[src/rtl/ttt_game_ctrl.sv]
// Tic-tac-toe game sequencer: takes moves over valid/ready, writes the board,
// alternates turns, detects win/tie and enforces an optional per-move timeout.
//
// Ports:
//   clk, reset       - rising-edge clock, synchronous active-high reset
//   new_game         - synchronous clear of board and game state
//   move_valid/cell  - move request and target cell (0..8 legal)
//   move_ready       - high in WAIT, decoded from state
//   move_accept/rej  - one-cycle result pulse for the previous request
//   board            - cell i at [2i+1:2i]: 00 empty, 01 P1, 10 P2
//   turn             - player to move (01/10), 00 once the game is over
//   status/game_over - 00 running, 01 P1 won, 10 P2 won, 11 tie
module ttt_game_ctrl #(
    parameter int FIRST_PLAYER = 1,
    parameter int MOVE_TIMEOUT = 0,
    parameter int TMR_W        = 32
) (
    input  logic        clk,
    input  logic        reset,
    input  logic        new_game,
    input  logic        move_valid,
    input  logic [3:0]  move_cell,
    output logic        move_ready,
    output logic        move_accept,
    output logic        move_reject,
    output logic [17:0] board,
    output logic [1:0]  turn,
    output logic [1:0]  status,
    output logic        game_over
);

    localparam logic [1:0] S_WAIT  = 2'd0;
    localparam logic [1:0] S_CHECK = 2'd1;
    localparam logic [1:0] S_DONE  = 2'd2;

    localparam logic [1:0] FIRST_CODE =
        (FIRST_PLAYER == 2) ? 2'b10 : 2'b01;

    logic [1:0]       state_q, state_d;
    logic [17:0]      board_q, board_d;
    logic [1:0]       turn_q, turn_d;
    logic [1:0]       status_q, status_d;
    logic             accept_q, accept_d;
    logic             reject_q, reject_d;
    logic [TMR_W-1:0] timer_q, timer_d;

    logic       cell_empty;
    logic       legal;
    logic       full;
    logic [1:0] win;
    logic       timeout_hit;

    // Code of a line if all three cells hold the same player, else 00.
    function automatic logic [1:0] line_code(
        input logic [17:0] b,
        input int          a,
        input int          m,
        input int          c
    );
        logic [1:0] x;
        x = b[2*a +: 2];
        if (x != 2'b00 && x == b[2*m +: 2] && x == b[2*c +: 2])
            return x;
        return 2'b00;
    endfunction

    always_comb begin
        cell_empty = 1'b0;
        full       = 1'b1;
        for (int i = 0; i < 9; i++) begin
            if (move_cell == 4'(i))
                cell_empty = (board_q[2*i +: 2] == 2'b00);
            if (board_q[2*i +: 2] == 2'b00)
                full = 1'b0;
        end
    end

    assign legal = move_valid && (state_q == S_WAIT) &&
                   (move_cell <= 4'd8) && cell_empty;

    // The board is checked after every move, so winning lines can only
    // belong to the player who just moved; OR-ing the codes is safe.
    assign win = line_code(board_q, 0, 1, 2) | line_code(board_q, 3, 4, 5) |
                 line_code(board_q, 6, 7, 8) | line_code(board_q, 0, 3, 6) |
                 line_code(board_q, 1, 4, 7) | line_code(board_q, 2, 5, 8) |
                 line_code(board_q, 0, 4, 8) | line_code(board_q, 2, 4, 6);

    assign timeout_hit = (MOVE_TIMEOUT > 0) &&
                         (timer_q == TMR_W'(MOVE_TIMEOUT - 1));

    always_comb begin
        state_d  = state_q;
        board_d  = board_q;
        turn_d   = turn_q;
        status_d = status_q;
        timer_d  = timer_q;
        accept_d = 1'b0;
        reject_d = 1'b0;
        if (new_game) begin
            state_d  = S_WAIT;
            board_d  = '0;
            turn_d   = FIRST_CODE;
            status_d = 2'b00;
            timer_d  = '0;
        end else begin
            unique case (state_q)
                S_WAIT: begin
                    if (timer_q != '1)
                        timer_d = timer_q + TMR_W'(1);
                    if (move_valid && !legal)
                        reject_d = 1'b1;
                    if (legal) begin
                        for (int i = 0; i < 9; i++)
                            if (move_cell == 4'(i))
                                board_d[2*i +: 2] = turn_q;
                        accept_d = 1'b1;
                        state_d  = S_CHECK;
                    end else if (timeout_hit) begin
                        status_d = turn_q ^ 2'b11;
                        turn_d   = 2'b00;
                        state_d  = S_DONE;
                    end
                end
                S_CHECK: begin
                    timer_d = '0;
                    if (win != 2'b00 || full) begin
                        status_d = (win != 2'b00) ? win : 2'b11;
                        turn_d   = 2'b00;
                        state_d  = S_DONE;
                    end else begin
                        turn_d  = turn_q ^ 2'b11;
                        state_d = S_WAIT;
                    end
                end
                S_DONE: ;
                default: state_d = S_WAIT;
            endcase
        end
    end

    always_ff @(posedge clk) begin
        if (reset) begin
            state_q  <= S_WAIT;
            board_q  <= '0;
            turn_q   <= FIRST_CODE;
            status_q <= 2'b00;
            timer_q  <= '0;
            accept_q <= 1'b0;
            reject_q <= 1'b0;
        end else begin
            state_q  <= state_d;
            board_q  <= board_d;
            turn_q   <= turn_d;
            status_q <= status_d;
            timer_q  <= timer_d;
            accept_q <= accept_d;
            reject_q <= reject_d;
        end
    end

    assign move_ready  = (state_q == S_WAIT);
    assign move_accept = accept_q;
    assign move_reject = reject_q;
    assign board       = board_q;
    assign turn        = turn_q;
    assign status      = status_q;
    assign game_over   = (status_q != 2'b00);

endmodule

[config.mk]
export PLATFORM = sky130hd
export DESIGN_NAME = ttt_game_ctrl
export DESIGN_NICKNAME = d
export VERILOG_FILES = /design/src/rtl/ttt_game_ctrl.sv
export SDC_FILE = /design/constraint.sdc
export NUM_CORES = 1
export LEC_CHECK = 0
export BUFFER_PORTS_ARGS = -buffer_cell sky130_fd_sc_hd__buf_2
export CAP_MARGIN = 20
export CELL_PAD_IN_SITES_DETAIL_PLACEMENT = 1
export CELL_PAD_IN_SITES_GLOBAL_PLACEMENT = 1
export CORE_MARGIN = 4
export CORE_UTILIZATION = 35
export CTS_CLUSTER_DIAMETER = 60
export DETAILED_ROUTE_END_ITERATION = 10
export PLACE_DENSITY = 0.83
export SLEW_MARGIN = 20
export SYNTH_ARGS = -nofsm -noshare
export SYNTH_HDL_FRONTEND = slang
export SYNTH_SLANG_ARGS = --single-unit
export TNS_END_PERCENT = 10
[constraint.sdc]
create_clock -name clk -period 2 [get_ports clk]
set_clock_uncertainty 0.05 [all_clocks]
set_input_delay 0.5 -clock clk [delete_from_list [all_inputs] [get_ports clk]]
set_output_delay 0.5 -clock clk [all_outputs]
set_load 0.05 [all_outputs]
Word-level counts from Yosys, hierarchy flattened
Cells that the tools add are included.

cells by class
  order comparisons = 1
  bitwise logic cells = 10
  muxes and demuxes = 49
  eq/ne operators = 27
  reduce and logical (&&, ||, !) cells = 53

operator list
  kind                                                   count
  2-to-1 mux 2 bit                                       20
  == test 2 bit                                          16
  2-to-1 mux 1 bit                                       28
  AND reduction 3 bit                                    9
  logical AND 1 bit                                      20
  zero test 2 bit                                        10
  == test 4 x 3 -> 1 bit, second input constant          4
  OR 2 bit                                               7
  nonzero test 2 bit                                     7
  == test 4 x 2 -> 1 bit, second input constant          2
  case mux 2 bit (3 select lines)                        1
  == test 4 x 1 -> 1 bit, second input constant          1
  == test 4 bit, second input constant                   1
  less-or-equal comparator 4 bit, second input constant  1
  zero test 4 bit                                        1
  AND reduction 2 bit                                    2
  OR reduction 3 bit                                     1
  == test 2 x 1 -> 1 bit, second input constant          1
  == test 2 bit, second input constant                   1
  inequality test 2 x 1 -> 1 bit, second input constant  1
  inverter 1 bit                                         2
  inverter 2 bit                                         1
  OR reduction 2 bit                                     1
  zero test 1 bit                                        1
  logical OR 1 bit                                       1

storage, ports and cells
  word-level logic and storage cells = 154
  flip-flop bits (word level) = 26
  bits of input ports = 8
  output and inout bits = 26

Logic depth before layout (Yosys ltp)
  depth after elaboration = 16
  depth in mapped cells = 8
  mapped depth without buffers = 6

Worst setup path before layout
OpenSTA, ideal clock, no wires.

  path type = register to register
  start = register board_q[0] (netlist: board[0])
  end = register state_q[1]
  path slack = -0.226 ns
  library setup time = 0.116 ns
  period minus slack after synthesis = 2.226 ns
  path buffers = 1
  cell stages (with the launch flop) = 8
  required time = 1.834 ns
  arrival time = 2.060 ns
  cell sequence = dfxtp_1 > buf_4 > or3_1 > a21oi_1 > o41ai_2 > nand2_1 > or3_4 > a31o_1

on the way
  longest elaborated chain between the ends = 16
  elaborated cells between the ends (all ways) = 55
  those cells by class = eq/ne (7); mux (29); bitwise (7); reduce/logical (12)

ends and longest elaborated chain
  what                                                 line  RTL
  from (decl)                                          40    logic [17:0] board_q, board_d;
  from (signal assigned)                               152   board_q <= board_d;
  == test 2 bit or nonzero test 2 bit (tied branches)  62    if (x != 2'b00 && x == b[2*m +: 2] && x == b[2*c +: 2])
  logical AND 1 bit (2 in a row)                       62
  2-to-1 mux 1 bit                                     62
  2-to-1 mux 2 bit                                     64    return 2'b00;
  OR 2 bit (2 in a row)                                83    assign win = line_code(board_q, 0, 1, 2) | line_code(board_q, 3, 4, 5) |
  OR 2 bit (2 in a row)                                84    line_code(board_q, 6, 7, 8) | line_code(board_q, 0, 3, 6) |
  OR 2 bit (2 in a row)                                85    line_code(board_q, 1, 4, 7) | line_code(board_q, 2, 5, 8) |
  OR 2 bit                                             86    line_code(board_q, 0, 4, 8) | line_code(board_q, 2, 4, 6);
  nonzero test 2 bit                                   126   if (win != 2'b00 || full) begin
  logical OR 1 bit                                     126
  2-to-1 mux 2 bit                                     126
  case mux 2 bit (3 select lines)                      106   unique case (state_q)
  to (signal assigned)                                 151   state_q <= state_d;
  to (decl)                                            39    logic [1:0] state_q, state_d;

Several ways; a longest one is shown, not always the timed one. The select of a mux whose other input is x is not followed.
A chain may end at the register's enable or synchronous reset.

Worst setup path after layout
  start = register board_q[4] (netlist: board[4])
  end = register board_q[7] (netlist: board[7])

on the way
  longest elaborated chain between the ends = 10

ends and longest elaborated chain
  what                                  line  RTL
  zero test 2 bit                       72    cell_empty = (board_q[2*i +: 2] == 2'b00);
  2-to-1 mux 1 bit (7 in a row)         71    if (move_cell == 4'(i))
  logical AND 1 bit                     79    (move_cell <= 4'd8) && cell_empty;
  AND reduction 3 bit (no source line)  n/a

No other way between the ends.

==> flow_summary.ini <==
[critical_path]
rr_startpoint = board[4]
cp_slowest_cell = dfxtp_4
crit_required_ns = 2.15
path_max_fanout = 13
ff2ff_path_depth = 7
crit_arrival_ns = 2.06
end_kind = flop
crit_type = reg -> reg
crit_chain = buf_4 > nor3_1 > o21ai_1 > a211oi_2 > o41ai_4 > nor2_4 > a32o_1
max_stage_delay_ns = 0.37
start_kind = flop
r2r_end = board[7]
cp_top_family = compound AO/OA/AOI/OAI gates
rrSetupSlack_ns = 0.1
startpoint = board[4]
cp_num_buf_inv = 1

[sta]
hold_viol_final = 0
min_period_ns = 1.90
tightest_slew_ns = 0.452
slew_headroom = 0.696
rsz0062_at_grt = no
max_freq_mhz = 526
timing_max_transition_violations_final = 0
final-setup-viol-count = 0
worst_slack_ns = 0.0975
fin_crit_sh = 0.951

[power_and_ir_drop]
leakagePower_uw = 0.000824
vdd_ir_drop_max_v = 0.000285
p_per_area_nw_per_um2 = 478

[clock_network]
hold_buffers = 0
cts.path.max_buffers = 2
path_clk_slew_ns = 0.09
htreeDepth = 1
clock-sinks = 26
cts_root_buf = clkbuf_8
tritoncts.num_buffers = 3
clk_latency_ns = 0.27
cts_tree = done

[logic_synthesis]
synth-simple-area-share = 0.356
synth_xor_area_frac = 0
seq_area_frac_synth = 0.338
synth_edf_count = 0
synth_top_family_by_area = simple AND/OR/NAND/NOR gates
synth_compound_area_frac = 0.255
syn_inst = 184
syn_area_sq_um = 1540
synthAdderAreaFrac = 0
yosysWarnings = 0
avgSynthCellArea_sq_um = 8.36
ys.flop_type = dfxtp_1
synth_mux_area_frac = 0
async_flop_share = 0
ys_types = 39
syn_nets = 192
ys_ff_latch = 26

[cells_and_area]
fin_util = 0.472
final_common_cell = buf_2
fill_cells = 519
antenna_cells = 0
fin_nets = 237
area_growth_pct = 26.3
finalInstanceArea_sq_um = 1940
final_layout_size_suffix_gt1_frac = 0.368
final_cell_mix = buf_2 (33), nand3_1 (20), buf_4 (19)

[grt]
grtUsageTotal = 0.200
grt_overflow_total = 0
antenna_found_initial = 0
first_global_vias = 1678
grt_max_degree = 22
grt_pass1_wl_mm = 8.49

[floorplan]
num_rows = 23
coreArea_sq_um = 4120
die_x_microns = 74.3
dieArea_sq_um = 5520
initial_utilization = 0.374
io_pins = 34
die_y_microns = 74.3

[hold_path]
min_path_cells = 2
whs_endpoint = status[1]
min_from = status[1]
hp-class = reg -> reg

[placement]
gp_congestion = 0.816
port_buffers = 33
dp_hpwl_mm = 4.12
pre_cts_slack_ns = -0.252
placement.cell_area_sq_um = 1850

[detailed_routing]
drc = 0
routed_wirelength_mm = 5.56
drt-initial-drc-count = 80
avgViaCountPerCell = 6.21
first_pass_iters = 4
antenna_left = 0
num_vias = 1725
wl_per_cell_microns = 20.0

[job]
drv_cap = 0

[outcome]
status = finished clean
[metal layers]
layer | share of wire | global-route usage | up-vias
met4 | 0.023 | 0.0771 | 0
met5 | 0 | 0 | -
met2 | 0.49 | 0.339 | 56
li1 | - | - | 796
met3 | 0.048 | 0.0297 | 12
met1 | 0.44 | 0.258 | 861
[power by group]
group | total, uW | internal, uW | switching [uW]
clock | 303 | 142 | 160
sequential | 517 | 513 | 4.50
combinational | 109 | 39.3 | 69.9
total | 929 | 694 | 235
[cell type report]
class / count / area [sq um] / share of cell area
Tap cell: 50 / 62.6 / 0.0322
Multi-Input combinational cell: 144 / 963 / 0.495
Clock buffer: 4 / 45.0 / 0.0232
Timing Repair Buffer: 52 / 308 / 0.158
Sequential cell: 26 / 558 / 0.287
Inverter: 2 / 7.51 / 0.00386
[worst max path at each step]
stage | end | slack [ns] | depth (start not counted)
6_report | board[7] | 0.1 | 7
5_1_grt | board[7] | 0.002 | 7
4_1_cts | turn[0] | 0.006 | 7
3_5_place_dp | board[7] | -0.25 | 7
3_3_place_gp | board[7] | -0.16 | 7
2_1_floorplan | status[1] | -0.01 | 5
[cell families after synthesis]
kind of cell | Yosys count
AOI/OAI and AO/OA | 50
and+or+nand+nor | 94
DFF | 26
buffers and inverters | 14
[worst reg2reg max path, stage by stage (launching register included)]
cell and delay [ns]:
dfxtp_4 0.37, buf_4 0.14, nor3_1 0.19, o21ai_1 0.10, a211oi_2 0.33, o41ai_4 0.12, nor2_4 0.31, a32o_1 0.23
[sequential cells by signal (all words and copies together), names as in the netlist]
signal and flops:
board 18, state_q 2, status 2, turn 2, move_accept 1, move_reject 1
[cells in the mapped netlist (all sizes together) (2+ instances only)]
cell type   n  area [sq um]
a21oi      16          80.1
a22o        5          43.8
a32o       12           120
and2        5          31.3
buf         9          58.8
clkbuf      3          11.3
dfxtp      26           521
inv         2          7.51
nand2       5          18.8
nand2b      3          18.8
nand3      20           100
nor2       16          62.6
nor2b       4          25.0
nor3       10          50.1
nor3b       6          45.0
nor4        2          18.8
o21ai       6          30.0
o22ai       3          18.8
o41ai       2          43.8
or2         2          12.5
or3        13          86.3
or4bb       4          45.0
[through the flow]
step	instances	hold slack, ns	TNS, ns	power, uW
final	278	0.460	0	929
after global routing	278	0.503	0	957
after CTS	276	0.459	0	927
after detailed placement	272	0.444	-3.19	640
after global placement	272	0.427	-2.05	635
after floorplan	184	0.522	-0.0711	604
[timing repair]
item | 4_1_cts | 5_1_grt
buffers inserted | 0 | 2
setup endpoints to repair | 15 | 6
pin swaps | 0 | 6
gates resized for setup | 3 | 5
No activity file was read; power rests on OpenSTA's default activity.
